==> src/rtl/score_keeper_pkg.sv <==
// Shared definitions for the score keeper: FSM state encoding, score width, no-winner code.
// Latency: n/a (constants and a pure helper function only).
// Backpressure: n/a.
package score_keeper_pkg;

    localparam int SCORE_W = 7;

    localparam logic [2:0] NO_WINNER = 3'd0;

    localparam logic [1:0] ST_IDLE = 2'd0;
    localparam logic [1:0] ST_PLAY = 2'd1;
    localparam logic [1:0] ST_SCAN = 2'd2;
    localparam logic [1:0] ST_DONE = 2'd3;

    // Player numbers are 1..4; storage slots are 0..3. Player 4 (3'b100)
    // maps to slot 3 because the low two bits wrap 00 - 1 -> 11.
    function automatic logic [1:0] player_slot(input logic [2:0] player);
        return player[1:0] - 2'd1;
    endfunction

endpackage

==> src/rtl/score_sat.sv <==
// Saturating add/subtract of one score: +ADD_PTS clamped to MAX_SCORE, -SUB_PTS clamped to 0.
// Latency: combinational, zero cycles.
// Backpressure: none; add has priority if both requests are raised.
// Ports: score_in (current score), add/sub (operation requests), score_out (result).
// Macro SCORE_PENALTY_EN: when undefined the subtract path is not built and sub is ignored.
module score_sat
    import score_keeper_pkg::*;
#(
    parameter int ADD_PTS   = 1,
    parameter int SUB_PTS   = 1,
    parameter int MAX_SCORE = 99
) (
    input  logic [SCORE_W-1:0] score_in,
    input  logic               add,
    input  logic               sub,
    output logic [SCORE_W-1:0] score_out
);

    // One extra bit so the sum cannot wrap before the ceiling compare.
    localparam logic [SCORE_W:0] ADD_V = (SCORE_W+1)'(ADD_PTS);
    localparam logic [SCORE_W:0] SUB_V = (SCORE_W+1)'(SUB_PTS);
    localparam logic [SCORE_W:0] MAX_V = (SCORE_W+1)'(MAX_SCORE);

    logic [SCORE_W:0]   sum;
    logic [SCORE_W-1:0] add_res;

    assign sum     = {1'b0, score_in} + ADD_V;
    assign add_res = (sum > MAX_V) ? MAX_V[SCORE_W-1:0] : sum[SCORE_W-1:0];

`ifdef SCORE_PENALTY_EN
    logic [SCORE_W:0]   diff;
    logic [SCORE_W-1:0] sub_res;

    assign diff    = {1'b0, score_in} - SUB_V;
    assign sub_res = ({1'b0, score_in} < SUB_V) ? '0 : diff[SCORE_W-1:0];

    always_comb begin
        score_out = score_in;
        if (add) begin
            score_out = add_res;
        end else if (sub) begin
            score_out = sub_res;
        end
    end
`else
    // Port list and parameters stay identical in both builds.
    logic unused_sub;
    assign unused_sub = ^{sub, SUB_V};

    always_comb begin
        score_out = score_in;
        if (add) begin
            score_out = add_res;
        end
    end
`endif

endmodule

==> src/rtl/score_keeper.sv <==
// Score keeper for 1..4 players: award/penalty events, target win or round-limit scan for leader.
// Latency: events visible 1 cycle later; round-limit result player_count+1 cycles after the last award.
// Backpressure: none; events outside PLAY, to invalid players, or coincident award+penalty are dropped.
// Ports: clk, rst (async active-low), start/player_count/target_score (new game),
//        award/penalty/evt_player (events), player1..4_score, winner, game_over, busy.
// Macro SCORE_PENALTY_EN: when undefined, penalty is ignored and no subtract logic exists.
module score_keeper
    import score_keeper_pkg::*;
#(
    parameter int ADD_PTS    = 1,
    parameter int SUB_PTS    = 1,
    parameter int MAX_SCORE  = 99,
    parameter int MAX_ROUNDS = 20
) (
    input  logic               clk,
    input  logic               rst,
    input  logic               start,
    input  logic [2:0]         player_count,
    input  logic [SCORE_W-1:0] target_score,
    input  logic               award,
    input  logic               penalty,
    input  logic [2:0]         evt_player,
    output logic [SCORE_W-1:0] player1_score,
    output logic [SCORE_W-1:0] player2_score,
    output logic [SCORE_W-1:0] player3_score,
    output logic [SCORE_W-1:0] player4_score,
    output logic [2:0]         winner,
    output logic               game_over,
    output logic               busy
);

    localparam int RND_NEED = $clog2(MAX_ROUNDS + 1);
    localparam int RND_BITS = (RND_NEED > 5) ? RND_NEED : 5;
    localparam logic [RND_BITS-1:0] RND_LIMIT = RND_BITS'(MAX_ROUNDS);

    logic [1:0]          state_q;
    logic [SCORE_W-1:0]  score_q [4];
    logic [RND_BITS-1:0] rnd_q;
    logic [RND_BITS-1:0] rnd_inc;
    logic [2:0]          cnt_q;
    logic [SCORE_W-1:0]  tgt_q;
    logic [2:0]          winner_q;
    logic                game_over_q;
    logic [2:0]          scan_q;
    logic [2:0]          lead_q;
    logic [SCORE_W-1:0]  lead_score_q;

    logic                pen_in;
    logic                ev_ok;
    logic                award_ok;
    logic                pen_ok;
    logic [1:0]          evt_slot;
    logic [1:0]          scan_slot;
    logic [SCORE_W-1:0]  sat_score;
    logic                round_limit;

`ifdef SCORE_PENALTY_EN
    assign pen_in = penalty;
`else
    logic unused_penalty;
    assign unused_penalty = penalty;
    assign pen_in         = 1'b0;
`endif

    // cnt_q is held within 1..4, so this bound also rejects players 5..7.
    assign ev_ok    = (state_q == ST_PLAY) && !start &&
                      (evt_player != 3'd0) && (evt_player <= cnt_q);
    assign award_ok = ev_ok && award && !pen_in;
    assign pen_ok   = ev_ok && pen_in && !award;

    assign evt_slot  = player_slot(evt_player);
    assign scan_slot = player_slot(scan_q);

    score_sat #(
        .ADD_PTS   (ADD_PTS),
        .SUB_PTS   (SUB_PTS),
        .MAX_SCORE (MAX_SCORE)
    ) u_sat (
        .score_in  (score_q[evt_slot]),
        .add       (award_ok),
        .sub       (pen_ok),
        .score_out (sat_score)
    );

    // Saturating increment only matters when the round limit is disabled.
    assign rnd_inc     = (&rnd_q) ? rnd_q : rnd_q + RND_BITS'(1);
    assign round_limit = (MAX_ROUNDS != 0) && (rnd_inc == RND_LIMIT);

    always_ff @(posedge clk or negedge rst) begin
        if (!rst) begin
            state_q      <= ST_IDLE;
            for (int i = 0; i < 4; i++) score_q[i] <= '0;
            rnd_q        <= '0;
            cnt_q        <= '0;
            tgt_q        <= '0;
            winner_q     <= NO_WINNER;
            game_over_q  <= 1'b0;
            scan_q       <= '0;
            lead_q       <= NO_WINNER;
            lead_score_q <= '0;
        end else begin
            game_over_q <= 1'b0;
            if (start) begin
                for (int i = 0; i < 4; i++) score_q[i] <= '0;
                rnd_q    <= '0;
                winner_q <= NO_WINNER;
                tgt_q    <= target_score;
                // Out-of-range counts are pulled into 1..4 so SCAN always terminates.
                if (player_count == 3'd0) begin
                    cnt_q <= 3'd1;
                end else if (player_count > 3'd4) begin
                    cnt_q <= 3'd4;
                end else begin
                    cnt_q <= player_count;
                end
                state_q <= ST_PLAY;
            end else begin
                case (state_q)
                    ST_PLAY: begin
                        if (award_ok || pen_ok) begin
                            score_q[evt_slot] <= sat_score;
                        end
                        if (award_ok) begin
                            rnd_q <= rnd_inc;
                            if (sat_score >= tgt_q) begin
                                winner_q    <= evt_player;
                                game_over_q <= 1'b1;
                                state_q     <= ST_DONE;
                            end else if (round_limit) begin
                                scan_q  <= 3'd1;
                                state_q <= ST_SCAN;
                            end
                        end
                    end
                    ST_SCAN: begin
                        if (scan_q <= cnt_q) begin
                            // Player 1 seeds the leader; only a strictly higher
                            // score displaces it, so ties stay with the lower index.
                            if ((scan_q == 3'd1) || (score_q[scan_slot] > lead_score_q)) begin
                                lead_q       <= scan_q;
                                lead_score_q <= score_q[scan_slot];
                            end
                            scan_q <= scan_q + 3'd1;
                        end else begin
                            winner_q    <= lead_q;
                            game_over_q <= 1'b1;
                            state_q     <= ST_DONE;
                        end
                    end
                    default: begin
                        // IDLE waits for start; DONE holds scores and winner.
                    end
                endcase
            end
        end
    end

    assign player1_score = score_q[0];
    assign player2_score = score_q[1];
    assign player3_score = score_q[2];
    assign player4_score = score_q[3];
    assign winner        = winner_q;
    assign game_over     = game_over_q;
    assign busy          = (state_q == ST_PLAY) || (state_q == ST_SCAN);

endmodule

==> config.mk <==
export PLATFORM = sky130hd
export DESIGN_NAME = score_keeper
export DESIGN_NICKNAME = d
export VERILOG_FILES = /design/src/rtl/score_keeper_pkg.sv /design/src/rtl/score_sat.sv /design/src/rtl/score_keeper.sv
export SDC_FILE = /design/constraint.sdc
export NUM_CORES = 1
export LEC_CHECK = 0
export BUFFER_PORTS_ARGS = -buffer_cell sky130_fd_sc_hd__buf_4
export CAP_MARGIN = 15
export CORE_MARGIN = 4
export CORE_UTILIZATION = 58
export CTS_CLUSTER_DIAMETER = 200
export DETAILED_ROUTE_END_ITERATION = 12
export PLACE_DENSITY = 0.8
export SLEW_MARGIN = 10
export SYNTH_ARGS = -nofsm -noshare
export SYNTH_HDL_FRONTEND = slang
export SYNTH_SLANG_ARGS = --single-unit
==> constraint.sdc <==
create_clock -name clk -period 5.3 [get_ports clk]
set_clock_uncertainty 0.1 [all_clocks]
set_input_delay 0.53 -clock clk [delete_from_list [all_inputs] [get_ports clk]]
set_output_delay 0.53 -clock clk [all_outputs]
set_load 0.1 [all_outputs]
==> metrics.txt, run 1 <==
DR DRC count 0; CTS Buffer Depth 2; Detail Placement HPWL 6950 µm; htree depth 3; Min-Delay Path Class in2async; global-route met1 utilization 32.2%; setup tns final 0 ns; FP Rows 29; Synth Flop Type dfrtp_1; FILL cells 490; Multi-input gate area 2150 µm²; grt peak-use layer met2; Final #Nets 489; register area share after synthesis 40.0%; Slew @ Worst Pin 0.777 ns; crit path DAT 5.02 ns; # IOs 51; unrepaired setup endpoints after global routing false; leading area contributor after synthesis dfrtp_1; CP Launch Point evt_player[0]; leading cell type by number of instances after synthesis dfrtp_1; crit path kind in2reg; Worst Path Required 5.43 ns; slowest CP cell a2111oi_0; Port-buffer cells 49; register area 1550 µm²; Final Cycle Share 92.3%; Yosys cell types 52; layout cell share with drive strength beyond 1 23.6%; global placement routability congestion 0.955; r2r startpoint player1_score[1]$_DFFE_PN0P_; max-slew violation count 0; initial antenna violation count 0; VDD IR max 171 µV; Clock Latency Late Sink 0.35 ns; die area 8060 µm²; DRT Wirelength 9490 µm; DR vias/cell 6.19; P per Cell Area 280 nW/µm²; post-route ant nets 0; Power, Total 1.28 mW; crit-path cells buf_4 > inv_1 > ha_1 > mux4_2 > ha_1 > and4_4 > o22a_1 > a211oi_4 > nor4_2 > a21o_1 > ha_1 > nand2b_1 > a2111oi_0 > o31a_1 > o21ai_0 > a31oi_1 > mux2_2; CTS tree done; Die W 89.8 µm; status finished, final reports clean; min Tclk post-route 4.89 ns; via count 3,227; Mapped Cells 387; GR Util met2 38.7%; number of synthesized flops with an enable pin 0; Area contributors post-synth dfrtp_1 40%, ha_1 10%, mux4_2 8.1%, nand2_1 4.7%, mux2_2 4.1%; CP delay by family, top compound AO/OA/AOI/OAI gates; Worst setup EP type register; share of the synthesized area in the top cell type 40.0%; worst r2r dst winner[1]$_DFFE_PN0P_; Routed WL per cell 18.2 µm; Synth top cells by count 62 x dfrtp_1, 49 x nand2_1, 32 x ha_1, 31 x inv_1; CP max FO 8; highest clock rate 0.204 GHz; Die Y 89.8 µm; CTS resizes 0; Post-Route Utilization 71.0%; Root Buffer clkbuf_8; TritonRoute pass-1 iters 4; CP peak stage delay 0.47 ns; static leakage 2.15 nW; CP Buf/Inv Count 2; Yosys warning total 0; DR iter-0 viols 338; clk sinks 62; first-pass GRT wire length 15,700 µm; most used cell, CP ha_1; CTS Buf Count 9; GRT Total Usage 24.3%; ys async rst share 100%; pin count of the biggest net entering global routing 63; GR Overflow Total 0; Setup Viol. Count Final 0; reg-to-reg setup timing slack 0.61 ns; Core ar. 6420 µm²; Syn Area/Cell 10.0 µm²; starting density of the core 60.4%; post-synthesis register bit count 62; M3 GR Usage 5.26%; Netlist Area Pre-Place 3880 µm²; Hold Vio Cnt, Final 0; # Max-Cap Violations 0; Area Growth Syn to Fin 17.6%; cts hold-fix bufs 0; clk slew on worst S/H paths 0.07 ns; Setup Fix Bufs, Post-CTS 0; Slew headroom 48.2%; Startpoint Class input port; Post-Syn Nets 437; FF-to-FF path depth 14; vias in the first global route 3,209; antenna cell count 0
==> layout make-up <==
class,count,area share [%]
multi-input cells,280,47.1
flip-flops and latches,62,34.0
repair buffers,55,9.05
clock buffers,13,3.70
inverters,31,2.55
well taps,77,2.11
clock inverters,3,1.43
==> layer usage <==
metal	share of wire [%]	vias to the layer above
met4	2.4	0
met2	49	112
met3	5.2	24
li1	-	1495
met1	43	1596
met5	0	-
==> logic make-up after synthesis <==
group	share of synthesized area (%)
buffers and inverters	4.58
AND/OR/NAND/NOR	15.3
multiplexers	13.8
flip-flops	40.0
adder cells (fa/ha/maj)	10.3
AO/OA/AOI/OAI	15.4
XOR/XNOR	0.677
==> stage by stage <==
step / hold WS [ns] / instance area [µm²] / instances / setup WS [ns]
final: 0.149 / 4560 / 521 / 0.407
after global routing: 0.215 / 4560 / 521 / 0.127
after CTS: 0.193 / 4560 / 521 / 0.446
after detailed placement: 0.396 / 4330 / 505 / 0.156
after global placement: 0.389 / 4330 / 505 / 0.221
after floorplan: 0.134 / 3880 / 387 / 0.350
==> sequential cells by signal, summed over array words and instances (netlist names), 2 cells and up <==
signal         count
lead_score_q       7
player1_score      7
player2_score      7
player3_score      7
player4_score      7
tgt_q              7
rnd_q              5
cnt_q              3
lead_q             3
scan_q             3
winner             3
state_q            2
==> cells in the final DEF, fill, tap and decap left out, types with 3 or more instances in the layout <==
cell      count
a31oi_1       3
o21ai_1      22
a21o_1        6
nand2b_1      8
nand4_1       4
mux2_2       14
dfrtp_1      62
nor2_1       13
clkbuf_8     12
nor2b_1       6
a21oi_1      14
ha_1         32
nand3_1      10
nand3b_1     13
a211oi_1      3
and3_1        3
buf_4        55
o21ai_0      22
o21a_1        4
a22o_1        4
inv_1        31
mux2i_1       4
nand2_1      49
mux4_2       14
==> report_power, final <==
| group | leakage [nW] | total, mW | internal [mW] | switching (mW) |
|---|---|---|---|---|
| logic | 1.20 | 0.260 | 0.0927 | 0.168 |
| registers | 0.831 | 0.525 | 0.494 | 0.0306 |
| clock network | 0.120 | 0.491 | 0.303 | 0.188 |
| total | 2.15 | 1.28 | 0.890 | 0.386 |
==> worst max-delay path by stage <==
stage / endpoint / slack [ns] / cells after the start
2_1_floorplan: scan_q[0]$_DFFE_PN0P_ / 0.35 / 18
3_3_place_gp: scan_q[0]$_DFFE_PN0P_ / 0.22 / 18
3_5_place_dp: winner[1]$_DFFE_PN0P_ / 0.16 / 17
4_1_cts: winner[1]$_DFFE_PN0P_ / 0.45 / 17
5_1_grt: winner[0]$_DFFE_PN0P_ / 0.13 / 17
6_report: winner[1]$_DFFE_PN0P_ / 0.41 / 17
Power figures use the tool's default switching activity.
==> inputs of run 2 (changes only) <==
Settings changed: RECOVER_POWER set to 100.
==> run 2 against run 1 <==
  * The flow now finishes with violations (max-capacitance violations, max-slew violations)
  * Die area did not move
  * Clock power barely moved
  * Clock-buffer cell count did not move
  * Critical endpoint unchanged
  * Largest cell class unchanged
==> metrics.txt, run 2 (synthesized netlist as in run 1, its figures left out) <==
status finished, violations left (was finished, final reports clean); failing checks max-capacitance violations, max-slew violations; antenna cell count 0 (unchanged); Startpoint Class input port (unchanged); DR iter-0 viols 213 (was 338); via count 3,228 (was 3,227); crit path DAT 5.04 ns (was 5.02 ns); GR Overflow Total 0 (unchanged); Worst Path Required 5.44 ns (was 5.43 ns); CTS Buffer Depth 2 (unchanged); global placement routability congestion 0.955 (unchanged); most common cell after layout, fill and taps aside dfrtp_1 (unchanged); clk sinks 62 (unchanged); CP max FO 8 (unchanged); DRT Wirelength 9560 µm (was 9490 µm); FP Rows 29 (unchanged); Hold Vio Cnt, Final 0 (unchanged); pin count of the biggest net entering global routing 63 (unchanged); unrepaired setup endpoints after global routing false (unchanged); # IOs 51 (unchanged); CP peak stage delay 0.53 ns (was 0.47 ns); crit-path cells buf_4 > inv_1 > ha_1 > mux4_2 > ha_1 > nor4_1 > a211oi_4 > nor4_1 > a21o_1 > ha_1 > nand2b_1 > a2111oi_0 > o31a_1 > o21ai_0 > a31oi_1 > mux2_2 (was buf_4 > inv_1 > ha_1 > mux4_2 > ha_1 > and4_4 > o22a_1 > a211oi_4 > nor4_2 > a21o_1 > ha_1 > nand2b_1 > a2111oi_0 > o31a_1 > o21ai_0 > a31oi_1 > mux2_2); vias in the first global route 3,209 (unchanged); min Tclk post-route 4.91 ns (was 4.89 ns); die area 8060 µm² (unchanged); design internal power 0.881 mW (was 0.890 mW); Psw 0.386 mW (about the same); Combinational Power Share 19.7% (was 20.4%); Die Y 89.8 µm (unchanged); CTS Buf Count 9 (unchanged); layout cell share with drive strength beyond 1 15.1% (was 23.6%); Root Buffer clkbuf_8 (unchanged); Slew headroom -121% (was 48.2%); Final #Nets 489 (unchanged); crit path kind in2reg (unchanged); most frequent cells in the layout 62 x dfrtp_1, 49 x nand2_1, 42 x o21ai_0, 37 x clkbuf_1, 32 x ha_1 (was 62 x dfrtp_1, 55 x buf_4, 49 x nand2_1, 32 x ha_1, 31 x inv_1); Slew @ Worst Pin 3.32 ns (was 0.777 ns); Die W 89.8 µm (unchanged); Core ar. 6420 µm² (unchanged); Final WS setup 0.394 ns (was 0.407 ns); max-slew violation count 110 (was 0); Final Cycle Share 92.6% (was 92.3%); starting density of the core 60.4% (unchanged); Post-Place Setup Slack 0.156 ns (unchanged); static leakage 2.00 nW (was 2.15 nW); CTS resizes 0 (unchanged); Port-buffer cells 49 (unchanged); clock power share 38.8% (was 38.5%); post-route ant nets 0 (unchanged); Clock Latency Late Sink 0.35 ns (about the same); DR DRC count 0 (unchanged); Setup Fix Bufs, Post-CTS 0 (unchanged); DR vias/cell 6.20 (was 6.19); setup tns final 0 ns (unchanged); Detail Placement HPWL 6950 µm (unchanged); cts hold-fix bufs 0 (unchanged); Worst setup EP type register (unchanged); Flop pwr share 41.4% (was 41.1%); CTS tree done (unchanged); most used cell, CP ha_1 (unchanged); first-pass GRT wire length 15,700 µm (unchanged); GRT Total Usage 24.3% (unchanged); Net Sw Frac 30.4% (was 30.3%); highest clock rate 0.204 GHz (about the same); # Max-Cap Violations 2 (was 0); TritonRoute pass-1 iters 5 (was 4); initial antenna violation count 0 (unchanged); htree depth 3 (unchanged); clk slew on worst S/H paths 0.07 ns (about the same); Routed WL per cell 18.4 µm (was 18.2 µm); P per Cell Area 287 nW/µm² (was 280 nW/µm²); reg-to-reg setup timing slack 0.60 ns (was 0.61 ns); slowest CP cell nor4_1 (was a2111oi_0); VDD IR max 170 µV (was 171 µV); Setup Viol. Count Final 0 (unchanged); Min-Delay Path Class in2reg (was in2async); Area Growth Syn to Fin 13.8% (was 17.6%)
==> run 2: cell count changes in the layout (fill, tap and decap cells not counted), sizes merged <==
| cell | delta |
|---|---|
| buf | -36 |
| clkbuf | +36 |
==> run 2: final cells by class <==
class                           count  area [µm²]
Inverter                           31         116
Sequential cell                    62        1550
Multi-Input combinational cell    280        2140
Tap cell                           77        96.3
Fill cell                         532        2010
Clock inverter                      3        65.1
Timing Repair Buffer               55         278
Clock buffer                       13         169
==> run 2: critical path: cells and delay by family <==
family / cells / cell delay (ns)
simple gates: 3 / 1.03
fa+ha+maj: 3 / 0.91
buf+inv: 2 / 0.22
compound gates: 6 / 1.51
mux: 2 / 0.84
==> run 2: path summary, 6_finish.rpt <==
path / from / endpoint / depth (start not counted)
worst max-delay path: evt_player[0] / winner[1]$_DFFE_PN0P_ / 16
worst min register to register: lead_score_q[2]$_DFFE_PN0P_ / lead_score_q[2]$_DFFE_PN0P_ / 1
max in group asynchronous: rst / player2_score[5]$_DFFE_PN0P_ / 1
worst max register to register: player1_score[1]$_DFFE_PN0P_ / winner[1]$_DFFE_PN0P_ / 13
min in group asynchronous: rst / player2_score[0]$_DFFE_PN0P_ / 1
worst min-delay path: player_count[2] / cnt_q[1]$_DFFE_PN0P_ / 2
==> run 2: through the flow <==
step                hold WS, ns  instance area [µm²]  power [mW]  utilization, %  cells
floorplan                 0.134                 3880       0.714               -    387
global placement          0.389                 4330       0.782            67.4    505
detailed placement        0.396                 4330       0.792            67.4    505
CTS                       0.193                 4560        1.28            71.0    521
global route              0.276                 4420        1.32            68.8    521
finish                    0.277                 4420        1.27            68.8    521
==> run 2: metal layers <==
metal | share of wire (%) | wire, µm | vias up | global-route usage (%)
met5 | 0 | 0 | - | 0
met4 | 2.3 | 224 | 0 | 10.5
met3 | 5.4 | 516 | 25 | 5.26
met2 | 49 | 4710 | 129 | 38.7
met1 | 43 | 4110 | 1575 | 32.2
li1 | - | - | 1499 | -
==> run 2: power groups by stage <==
| stage | Combinational [mW] | Clock (mW) | Sequential, mW |
|---|---|---|---|
| floorplan | 0.148 | 0 | 0.566 |
| global placement | 0.251 | 0 | 0.531 |
| detailed placement | 0.259 | 0 | 0.533 |
| CTS | 0.261 | 0.491 | 0.524 |
| global route | 0.271 | 0.520 | 0.528 |
| finish | 0.250 | 0.492 | 0.525 |
==> inputs of run 3 (changes only) <==
Settings changed: ABC_AREA set to 1.
==> run 3 against run 2 <==
  * The flow still finishes with violations (max-capacitance violations, max-slew violations)
  * Final area up 3.0%
  * Flip-flop and latch count unchanged
  * Via count up 22%
  * Combinational power rose to 3.4 times the previous value
  * Clock-buffer cell count down 2
  * Largest power group is now combinational cells
  * Highest routed layer unchanged
==> metrics.txt, run 3 <==
status finished, violations left (unchanged); failing checks max-capacitance violations, max-slew violations (unchanged); via count 3,925 (was 3,228); GRT Total Usage 26.8% (was 24.3%); FF-to-FF path depth 21 (was 13); WHS 0.273 ns (was 0.277 ns); layout cell share with drive strength beyond 1 8.65% (was 15.1%); unrepaired setup endpoints after global routing false (unchanged); min Tclk post-route 4.67 ns (was 4.91 ns); highest clock rate 0.214 GHz (was 0.204 GHz); Slew @ Worst Pin 3.36 ns (was 3.32 ns); Port-buffer cells 49 (unchanged); post-synthesis register bit count 62 (unchanged); Min-Delay Path Class in2reg (unchanged); TritonRoute pass-1 iters 7 (was 5); crit path DAT 4.82 ns (was 5.04 ns); Die W 91.7 µm (was 89.8 µm); CTS Buffer Depth 2 (unchanged); ys async rst share 100% (unchanged); vias in the first global route 3,773 (was 3,209); Slew headroom -124% (was -121%); leading area contributor after synthesis dfrtp_1 (unchanged); Min-Delay Endpoint tgt_q[0]$_DFFE_PN0P_ (was cnt_q[1]$_DFFE_PN0P_); post-route ant nets 0 (unchanged); leading cell type by number of instances after synthesis nand2_1 (was dfrtp_1); Detail Placement HPWL 7880 µm (was 6950 µm); worst min-delay path startpoint target_score[0] (was player_count[2]); fin area 4550 µm² (was 4420 µm²); CTS Buf Count 9 (unchanged); max-slew violation count 63 (was 110); DR vias/cell 5.63 (was 6.20); Worst Path Required 5.44 ns (about the same); reg-to-reg setup timing slack 1.30 ns (was 0.60 ns); Die Y 91.7 µm (was 89.8 µm); share of the synthesized area in the top cell type 38.2% (was 40.0%); Post-Route Utilization 67.0% (was 68.8%); Routed WL per cell 15.6 µm (was 18.4 µm); Startpoint Class input port (unchanged); Area Growth Syn to Fin 12.0% (was 13.8%); # Max-Cap Violations 1 (was 2); clk sinks 62 (unchanged); Hold Vio Cnt, Final 0 (unchanged); Final #Nets 646 (was 489); htree depth 3 (unchanged); most common cell after layout, fill and taps aside nand2_1 (was dfrtp_1); first-pass GRT wire length 17,900 µm (was 15,700 µm); Root Buffer clkbuf_8 (unchanged); Worst setup EP type register (unchanged); DR iter-0 viols 363 (was 213); worst r2r dst scan_q[0]$_DFFE_PN0P_ (was winner[1]$_DFFE_PN0P_); register area share after synthesis 38.2% (was 40.0%); Setup Viol. Count Final 0 (unchanged); DRT Wirelength 10,900 µm (was 9560 µm); crit path kind in2reg (unchanged); DP Area 4490 µm² (was 4330 µm²); VDD IR max 493 µV (was 170 µV); DR DRC count 0 (unchanged); Synth top cells by count 176 x nand2_1, 62 x dfrtp_1, 51 x inv_1, 46 x nor2_1, 45 x o21ai_0 (was 62 x dfrtp_1, 49 x nand2_1, 32 x ha_1, 31 x inv_1); initial antenna violation count 0 (unchanged); CTS tree done (unchanged); pin count of the biggest net entering global routing 63 (unchanged); Clock Latency Late Sink 0.35 ns (about the same); Mapped Cells 547 (was 387); Yosys warning total 0 (unchanged); global placement routability congestion 0.910 (was 0.955); # IOs 51 (unchanged); CP max FO 17 (was 8); die area 8410 µm² (was 8060 µm²); starting density of the core 59.8% (was 60.4%); Netlist Area Pre-Place 4060 µm² (was 3880 µm²); P per Cell Area 417 nW/µm² (was 287 nW/µm²); setup tns final 0 ns (unchanged); hold depth 3 (was 2); Area contributors post-synth dfrtp_1 38%, nand2_1 16%, ha_1 9.9%, o21ai_0 5.5%, inv_1 4.7% (was dfrtp_1 40%, ha_1 10%, mux4_2 8.1%, nand2_1 4.7%, mux2_2 4.1%); cts hold-fix bufs 0 (unchanged); Yosys cell types 37 (was 52); Syn Area/Cell 7.43 µm² (was 10.0 µm²); FP Rows 30 (was 29); CTS resizes 0 (unchanged); r2r startpoint state_q[1]$_DFFE_PN0P_ (was player1_score[1]$_DFFE_PN0P_); antenna cell count 0 (unchanged); static leakage 2.37 nW (was 2.00 nW); Post-Syn Nets 597 (was 437); Core ar. 6790 µm² (was 6420 µm²); most frequent cells in the layout 176 x nand2_1, 62 x dfrtp_1, 52 x inv_1, 49 x nor2_1, 49 x o21ai_0 (was 62 x dfrtp_1, 49 x nand2_1, 42 x o21ai_0, 37 x clkbuf_1, 32 x ha_1); Setup Fix Bufs, Post-CTS 0 (unchanged); Final Cycle Share 88.2% (was 92.6%); Synth Flop Type dfrtp_1 (unchanged); number of synthesized flops with an enable pin 0 (unchanged); clk slew on worst S/H paths 0.07 ns (about the same); GR Overflow Total 0 (unchanged)
run 3: changes by cell type after synthesis, moves of 7 or more:
cell and change:
nand3b_1 -12, o21ai_1 -16, nand2b_1 -8, nand4_1 +12, nand2_2 +7, o21ai_0 +23
inv_1 +20, nor2_1 +33, mux4_2 -14, o22ai_1 +8, mux2_2 -14, nand2_1 +127
nand3_1 +20
run 3: worst max path at each step:
stage                             start                      to  cells after the start
after floorplan           evt_player[0]   scan_q[0]$_DFFE_PN0P_                     28
after global placement    evt_player[0]  state_q[1]$_DFFE_PN0P_                     28
after detailed placement  evt_player[0]  state_q[1]$_DFFE_PN0P_                     27
after CTS                 evt_player[0]  state_q[1]$_DFFE_PN0P_                     27
after global routing      evt_player[0]  state_q[1]$_DFFE_PN0P_                     28
final                     evt_player[0]  state_q[1]$_DFFE_PN0P_                     25
run 3: final cells by class:
class	instances	area, µm²
inverters	55	206
clock inverters	5	56.3
clock buffers	11	151
repair buffers	50	244
flip-flops and latches	62	1550
fillers	582	2240
multi-input cells	418	2220
well taps	96	120
run 3: critical path, stage by stage:
cell and delay [ns]:
buf_4 0.21, inv_2 0.06, ha_1 0.50, inv_1 0.27, nand3_1 0.20, o21ai_4 0.12, inv_1 0.11, ha_1 0.18
nand3_1 0.11, nor2_1 0.18, nand2_1 0.07, nand2_1 0.07, nand2_2 0.05, nor2_1 0.19, nand2_4 0.18, nand3_1 0.25
o21ai_0 0.17, ha_1 0.30, nand4_1 0.09, o211ai_1 0.39, nor2_1 0.08, nor2_1 0.23, inv_2 0.11, nand3_1 0.09
nand2_1 0.06
run 3: per-layer routing:
metal	vias up	routed length, µm	GRT usage [%]
met3	42	933	4.35
met2	198	5050	42.0
li1	1892	-	-
met5	-	0	0
met1	1793	4470	35.4
met4	0	437	14.9
run 3: kinds of logic (layout without fill, tap and decap cells):
family	after synthesis	after routing	synth area share [%]
compound gates	89	89	12.0
fa+ha+maj	32	32	9.86
buf+inv	67	121	6.71
xor+xnor	5	5	1.08
flops	62	62	38.2
simple gates	292	292	32.2
run 3: through the flow:
stage,total power [mW],instances,worst slack [ns]
final,1.90,697,0.627
after global routing,2.03,697,0.199
after CTS,1.92,697,0.973
after detailed placement,1.48,681,0.612
after global placement,1.44,681,0.705
after floorplan,1.25,547,1.41
run 3: where the power goes:
group / total [mW] / leakage, nW / internal [mW] / switching [mW]
logic: 0.851 / 1.45 / 0.238 / 0.614
clock network: 0.441 / 0.106 / 0.243 / 0.198
registers: 0.607 / 0.817 / 0.544 / 0.0628
